[config.mk]
export PLATFORM = sky130hd
export DESIGN_NAME = mips_prog_loader
export DESIGN_NICKNAME = d
export VERILOG_FILES = /design/src/rtl/mips_prog_loader.sv
export SDC_FILE = /design/constraint.sdc
export NUM_CORES = 1
export LEC_CHECK = 0
export ABC_AREA = 1
export BUFFER_PORTS_ARGS = -buffer_cell sky130_fd_sc_hd__buf_4
export CAP_MARGIN = 30
export CORE_MARGIN = 5
export CORE_UTILIZATION = 55
export CTS_BUF_LIST = sky130_fd_sc_hd__clkbuf_4 sky130_fd_sc_hd__clkbuf_8 sky130_fd_sc_hd__clkbuf_16
export DETAILED_ROUTE_END_ITERATION = 6
export MAX_ROUTING_LAYER = met4
export PLACE_DENSITY = 0.78
export SLEW_MARGIN = 20
export SYNTH_ARGS = -nofsm -noshare
export SYNTH_HDL_FRONTEND = slang
export SYNTH_SLANG_ARGS = --single-unit
[constraint.sdc]
create_clock -name ph1 -period 3.1 [get_ports ph1]
set_input_delay 0.775 -clock ph1 [delete_from_list [all_inputs] [get_ports ph1]]
set_output_delay 0.775 -clock ph1 [all_outputs]
set_load 0.02 [all_outputs]
[src/rtl/mips_prog_loader.sv]
// Boot-time program loader for the multicycle 8-bit MIPS core.
// Takes a length-prefixed, checksummed byte stream, writes the payload
// into program memory and holds the core in reset until the image is
// verified, then releases it after a short fixed hold interval.
//
// Stream format: L, d[0] .. d[L-1], c   where (d[0]+..+d[L-1]+c) mod 256 == 0.
//
// Handshake: a byte moves on a rising ph1 edge where in_valid && in_ready.
// in_ready is a register computed from the next state, so it is already low
// in the first HOLD/FAIL cycle and low in the first cycle after reset.
//
// dbg_state encoding: 0 WAIT_LEN, 1 LOAD, 2 CHECK, 3 HOLD, 4 RUN, 5 FAIL.
module mips_prog_loader #(
  parameter logic [7:0] BASE_ADDR   = 8'h00,
  parameter int         HOLD_CYCLES = 2
) (
  input  logic       ph1,
  input  logic       reset,
  input  logic       in_valid,
  input  logic [7:0] in_data,
  output logic       in_ready,
  output logic       mem_we,
  output logic [7:0] mem_addr,
  output logic [7:0] mem_wdata,
  output logic       cpu_reset,
  output logic       done,
  output logic       error,
  output logic [7:0] byte_count,
  output logic [2:0] dbg_state
);

  typedef enum logic [2:0] {
    S_WAIT_LEN = 3'd0,
    S_LOAD     = 3'd1,
    S_CHECK    = 3'd2,
    S_HOLD     = 3'd3,
    S_RUN      = 3'd4,
    S_FAIL     = 3'd5
  } state_t;

  // Last value of the hold counter before leaving HOLD.
  localparam logic [3:0] HOLD_LAST = 4'(HOLD_CYCLES - 1);

  state_t     r_state;
  logic [7:0] r_len;
  logic [7:0] r_sum;
  logic [3:0] r_hold;
  logic [7:0] r_count;
  logic       r_in_ready;
  logic       r_mem_we;
  logic [7:0] r_mem_addr;
  logic [7:0] r_mem_wdata;
  logic       r_cpu_reset;
  logic       r_done;
  logic       r_error;

  state_t     w_next_state;
  logic [7:0] w_next_len;
  logic [7:0] w_next_sum;
  logic [3:0] w_next_hold;
  logic [7:0] w_next_count;
  logic       w_load_write;
  logic       w_xfer;
  logic [7:0] w_sum_add;
  logic [7:0] w_count_inc;

  assign w_xfer      = in_valid & r_in_ready;
  assign w_sum_add   = r_sum + in_data;
  assign w_count_inc = r_count + 8'd1;

  // Next-state and datapath-update decode for the loader FSM.
  always_comb begin
    w_next_state = r_state;
    w_next_len   = r_len;
    w_next_sum   = r_sum;
    w_next_hold  = r_hold;
    w_next_count = r_count;
    w_load_write = 1'b0;
    case (r_state)
      S_WAIT_LEN: begin
        if (w_xfer) begin
          w_next_len = in_data;
          if (in_data == 8'd0) begin
            w_next_state = S_FAIL;
          end else begin
            w_next_sum   = 8'd0;
            w_next_state = S_LOAD;
          end
        end
      end
      S_LOAD: begin
        if (w_xfer) begin
          w_load_write = 1'b1;
          w_next_sum   = w_sum_add;
          w_next_count = w_count_inc;
          if (w_count_inc == r_len) begin
            w_next_state = S_CHECK;
          end
        end
      end
      S_CHECK: begin
        if (w_xfer) begin
          if (w_sum_add == 8'd0) begin
            w_next_hold  = 4'd0;
            w_next_state = S_HOLD;
          end else begin
            w_next_state = S_FAIL;
          end
        end
      end
      S_HOLD: begin
        if (r_hold == HOLD_LAST) begin
          w_next_state = S_RUN;
        end else begin
          w_next_hold = r_hold + 4'd1;
        end
      end
      S_RUN:   w_next_state = S_RUN;
      S_FAIL:  w_next_state = S_FAIL;
      default: w_next_state = S_FAIL;
    endcase
  end

  // FSM state and the length/sum/count/hold bookkeeping registers.
  always_ff @(posedge ph1) begin
    if (reset) begin
      r_state <= S_WAIT_LEN;
      r_len   <= 8'd0;
      r_sum   <= 8'd0;
      r_hold  <= 4'd0;
      r_count <= 8'd0;
    end else begin
      r_state <= w_next_state;
      r_len   <= w_next_len;
      r_sum   <= w_next_sum;
      r_hold  <= w_next_hold;
      r_count <= w_next_count;
    end
  end

  // Program-memory write port: one strobe per accepted payload byte,
  // address/data hold their last values while the strobe is low.
  always_ff @(posedge ph1) begin
    if (reset) begin
      r_mem_we    <= 1'b0;
      r_mem_addr  <= BASE_ADDR;
      r_mem_wdata <= 8'd0;
    end else begin
      r_mem_we <= w_load_write;
      if (w_load_write) begin
        r_mem_addr  <= BASE_ADDR + r_count;
        r_mem_wdata <= in_data;
      end
    end
  end

  // Handshake and status flags. cpu_reset/done follow the registered state,
  // so the core is released one cycle after the FSM reaches RUN; error rises
  // together with entry into FAIL.
  always_ff @(posedge ph1) begin
    if (reset) begin
      r_in_ready  <= 1'b0;
      r_cpu_reset <= 1'b1;
      r_done      <= 1'b0;
      r_error     <= 1'b0;
    end else begin
      r_in_ready  <= (w_next_state == S_WAIT_LEN) ||
                     (w_next_state == S_LOAD) ||
                     (w_next_state == S_CHECK);
      r_cpu_reset <= (r_state != S_RUN);
      r_done      <= (r_state == S_RUN);
      r_error     <= (w_next_state == S_FAIL);
    end
  end

  assign in_ready   = r_in_ready;
  assign mem_we     = r_mem_we;
  assign mem_addr   = r_mem_addr;
  assign mem_wdata  = r_mem_wdata;
  assign cpu_reset  = r_cpu_reset;
  assign done       = r_done;
  assign error      = r_error;
  assign byte_count = r_count;
  assign dbg_state  = r_state;

endmodule

==> summary.txt <==
Status
  • Status: finished, final reports clean

Clocking
  • CTS Root Cell: clkbuf_8
  • Clk buf depth: 2
  • Post-cts hold buffer count: 0
  • H-tree Lvls: 2
  • CTS tree: yes
  • Skew-Pair Late Insertion Delay: 300 ps
  • CTS buffer count: 5
  • Post-cts sizing count: 0
  • Post-CTS Setup Repair Bufs: 0
  • CTS sink count: 52
  • Clock slew at reported path FFs: 90 ps

Placed design
  • Placed instance area: 3080 um^2
  • DP HPWL: 4580 um
  • PortBufs: 42
  • RePlAce Congestion: 0.881

Floorplanning
  • Die Ht: 80.1 um
  • CORE AREA: 4750 um^2
  • Rows: 25
  • Initial Utilization: 56.9%
  • Die W: 80.1 um
  • Ports: 43
  • Die area: 6420 um^2

Layout
  • Ant diodes: 0
  • Nets: 456
  • Design area: 3170 um^2
  • FILL cells: 427
  • Area Overhead vs Synth: 17.3%
  • Share of cells above drive strength 1: 16.3%

Routing
  • Vias per cell: 5.08
  • Routed Antenna Nets: 0
  • Pre-antenna DRT Iters: 4
  • DRT Wirelength: 6190 um
  • DRC Markers: 0
  • DR vias: 2550
  • Initial DRC Count: 100
  • Drt wl/cell: 12.3 um

GRT
  • Grt met2 use: 33.5%
  • GRT busiest layer: met2
  • Initial antenna violation count: 0
  • Vias in the first global route: 2337
  • Grt ovf: 0
  • First-pass GRT wire length: 10400 um
  • Total GRT Usage: 20.9%
  • Grt met3 use: 4.60%
  • Met1 GRT Util: 26.1%
  • Largest net degree at the start of global routing: 34

Synthesis
  • Syn nets: 415
  • Post-synthesis cell area: 2710 um^2
  • Seq cells post-synth: 52
  • Synth Flop Type: dfxtp_1
  • Post-synth top area share: 38.5%
  • FFs w/ async S/R, synth: 0%
  • Count leader, synth: nand2_1
  • Ys Warns: 0
  • Synthesized netlist cell count: 393
  • EDFF count, synth: 0
  • Synth area leader: dfxtp_1
  • Synth area leaders: dfxtp_1 38%, nand2_1 11%, nand3_1 8.1%
  • Mean area per synthesized cell: 6.88 um^2
  • Unique masters post-synth: 32
  • Post-synth top cells: 79 x nand2_1, 54 x nor2_1, 52 x dfxtp_1
  • Seq/Total Area, Yosys: 38.5%

Setup path
  • Required @ worst endpoint: 3310 ps
  • CP arrival: 2640 ps
  • Worst Setup EP: r_hold[1]
  • R2r startpoint: r_sum[0]
  • Reg2Reg Depth: 11
  • WS Path Type: in2reg
  • Crit end category: flip-flop
  • Setup slack, reg-to-reg: 960 ps
  • Critical Path Fanout Max: 5
  • CP Launch Point: in_data[0]
  • CP Launch Type: input pin
  • R2R Path End: r_hold[1]

Power
  • Part of the power in registers: 54.6%
  • Net switching power: 0.351 mW
  • Leak: 1.53 nW
  • Logic pwr share: 13.5%
  • Clock share of power: 32.0%
  • Int Pwr: 0.946 mW
  • VDD IR max: 0.356 mV
  • Pwr Density: 408 nW/um^2
  • Sw Ratio: 27.0%

STA
  • Max-Slew Margin vs Limit: 65.9%
  • Fin. max-slew vios: 0
  • Setup TNS: 0 ps
  • Worst-margin pin slew: 511 ps
  • RSZ-0062 raised after global routing: false
  • Fmax: 412 MHz
  • Clk_skew: 3.24 ps
  • Setup-failing EPs final: 0
  • Fin. Hold Viols: 0
  • Final Critical Period: 2430 ps
  • Crit share post-route: 78.3%

Hold path
  • Worst Hold Class: reg2reg
  • Min-delay src: mem_addr[0]
  • Hold path depth: 2

Job
  • Max-cap viol count: 0
[sequential cells by signal, indices dropped and copies added, names as in the netlist, 3 cells and up]
signal,cells
mem_addr,8
r_sum,8
dbg_state,3
r_hold,4
byte_count,8
r_len,8
mem_wdata,8
[critical path, stage by stage]
cell,delay [ps]
buf_4,130
ha_1,220
fa_1,440
or2_2,300
nor2_1,110
nand3_1,100
nor2_2,170
nand3_4,130
nand2_4,90
inv_1,60
nor2_1,80
nor2_1,40
[cell usage in the layout, fill, tap and decap left out, drive strengths merged, types with 4 or more instances in the layout]
master  count
nor3        4
buf        45
a21oi      21
nand2      85
inv        46
dfxtp      52
nor2       61
clkbuf      7
ha         10
nand4       4
o21ai      36
nand3      46
[stage by stage]
stage	instances	util [%]	worst slack, ps	hold WS, ps	power [mW]
after CTS	502	66.8	680	471	1.31
after global routing	502	66.8	547	484	1.36
after floorplan	393	-	616	445	0.835
after global placement	494	64.7	390	453	0.894
final	502	66.8	673	467	1.30
after detailed placement	494	64.7	354	456	0.897
[metal layers]
layer	up-vias	share of wire [%]
met1	1133	47
met5	-	0
li1	1349	-
met3	8	5.7
met2	60	46
met4	0	1.2
[kinds of logic after synthesis]
group,count (synthesis),synth area share (%)
buffers and inverters,57,8.23
and+or+nand+nor,208,34.9
xor gates and xnor gates,4,1.30
DFF,52,38.5
AOI/OAI and AO/OA,61,11.7
adders and majority gates,11,5.37
[how the worst min path moves through the flow]
| stage | slack (ps) | endpoint |
|---|---|---|
| 5_1_grt | 480 | mem_addr[0] |
| 6_report | 470 | mem_addr[0] |
| 3_3_place_gp | 450 | mem_addr[0] |
| 4_1_cts | 470 | mem_addr[0] |
| 3_5_place_dp | 460 | mem_addr[0] |
| 2_1_floorplan | 440 | r_len[2] |
[final cells by class]
type	count	area (um^2)	share of cell area (%)
Timing Repair Buffer	45	338	10.6
Sequential cell	52	1040	32.8
Clock buffer	7	90.1	2.84
Tap cell	67	83.8	2.64
Clock inverter	1	7.51	0.237
Inverter	46	173	5.44
Multi-Input combinational cell	284	1440	45.4
[power by group through the flow]
stage	Combinational [mW]	Clock, mW	Sequential (mW)
finish	0.175	0.414	0.708
detailed placement	0.174	0	0.723
global placement	0.172	0	0.722
global route	0.194	0.450	0.711
floorplan	0.101	0	0.735
CTS	0.175	0.423	0.708
Note: power is estimated with default switching activity, not from simulation.
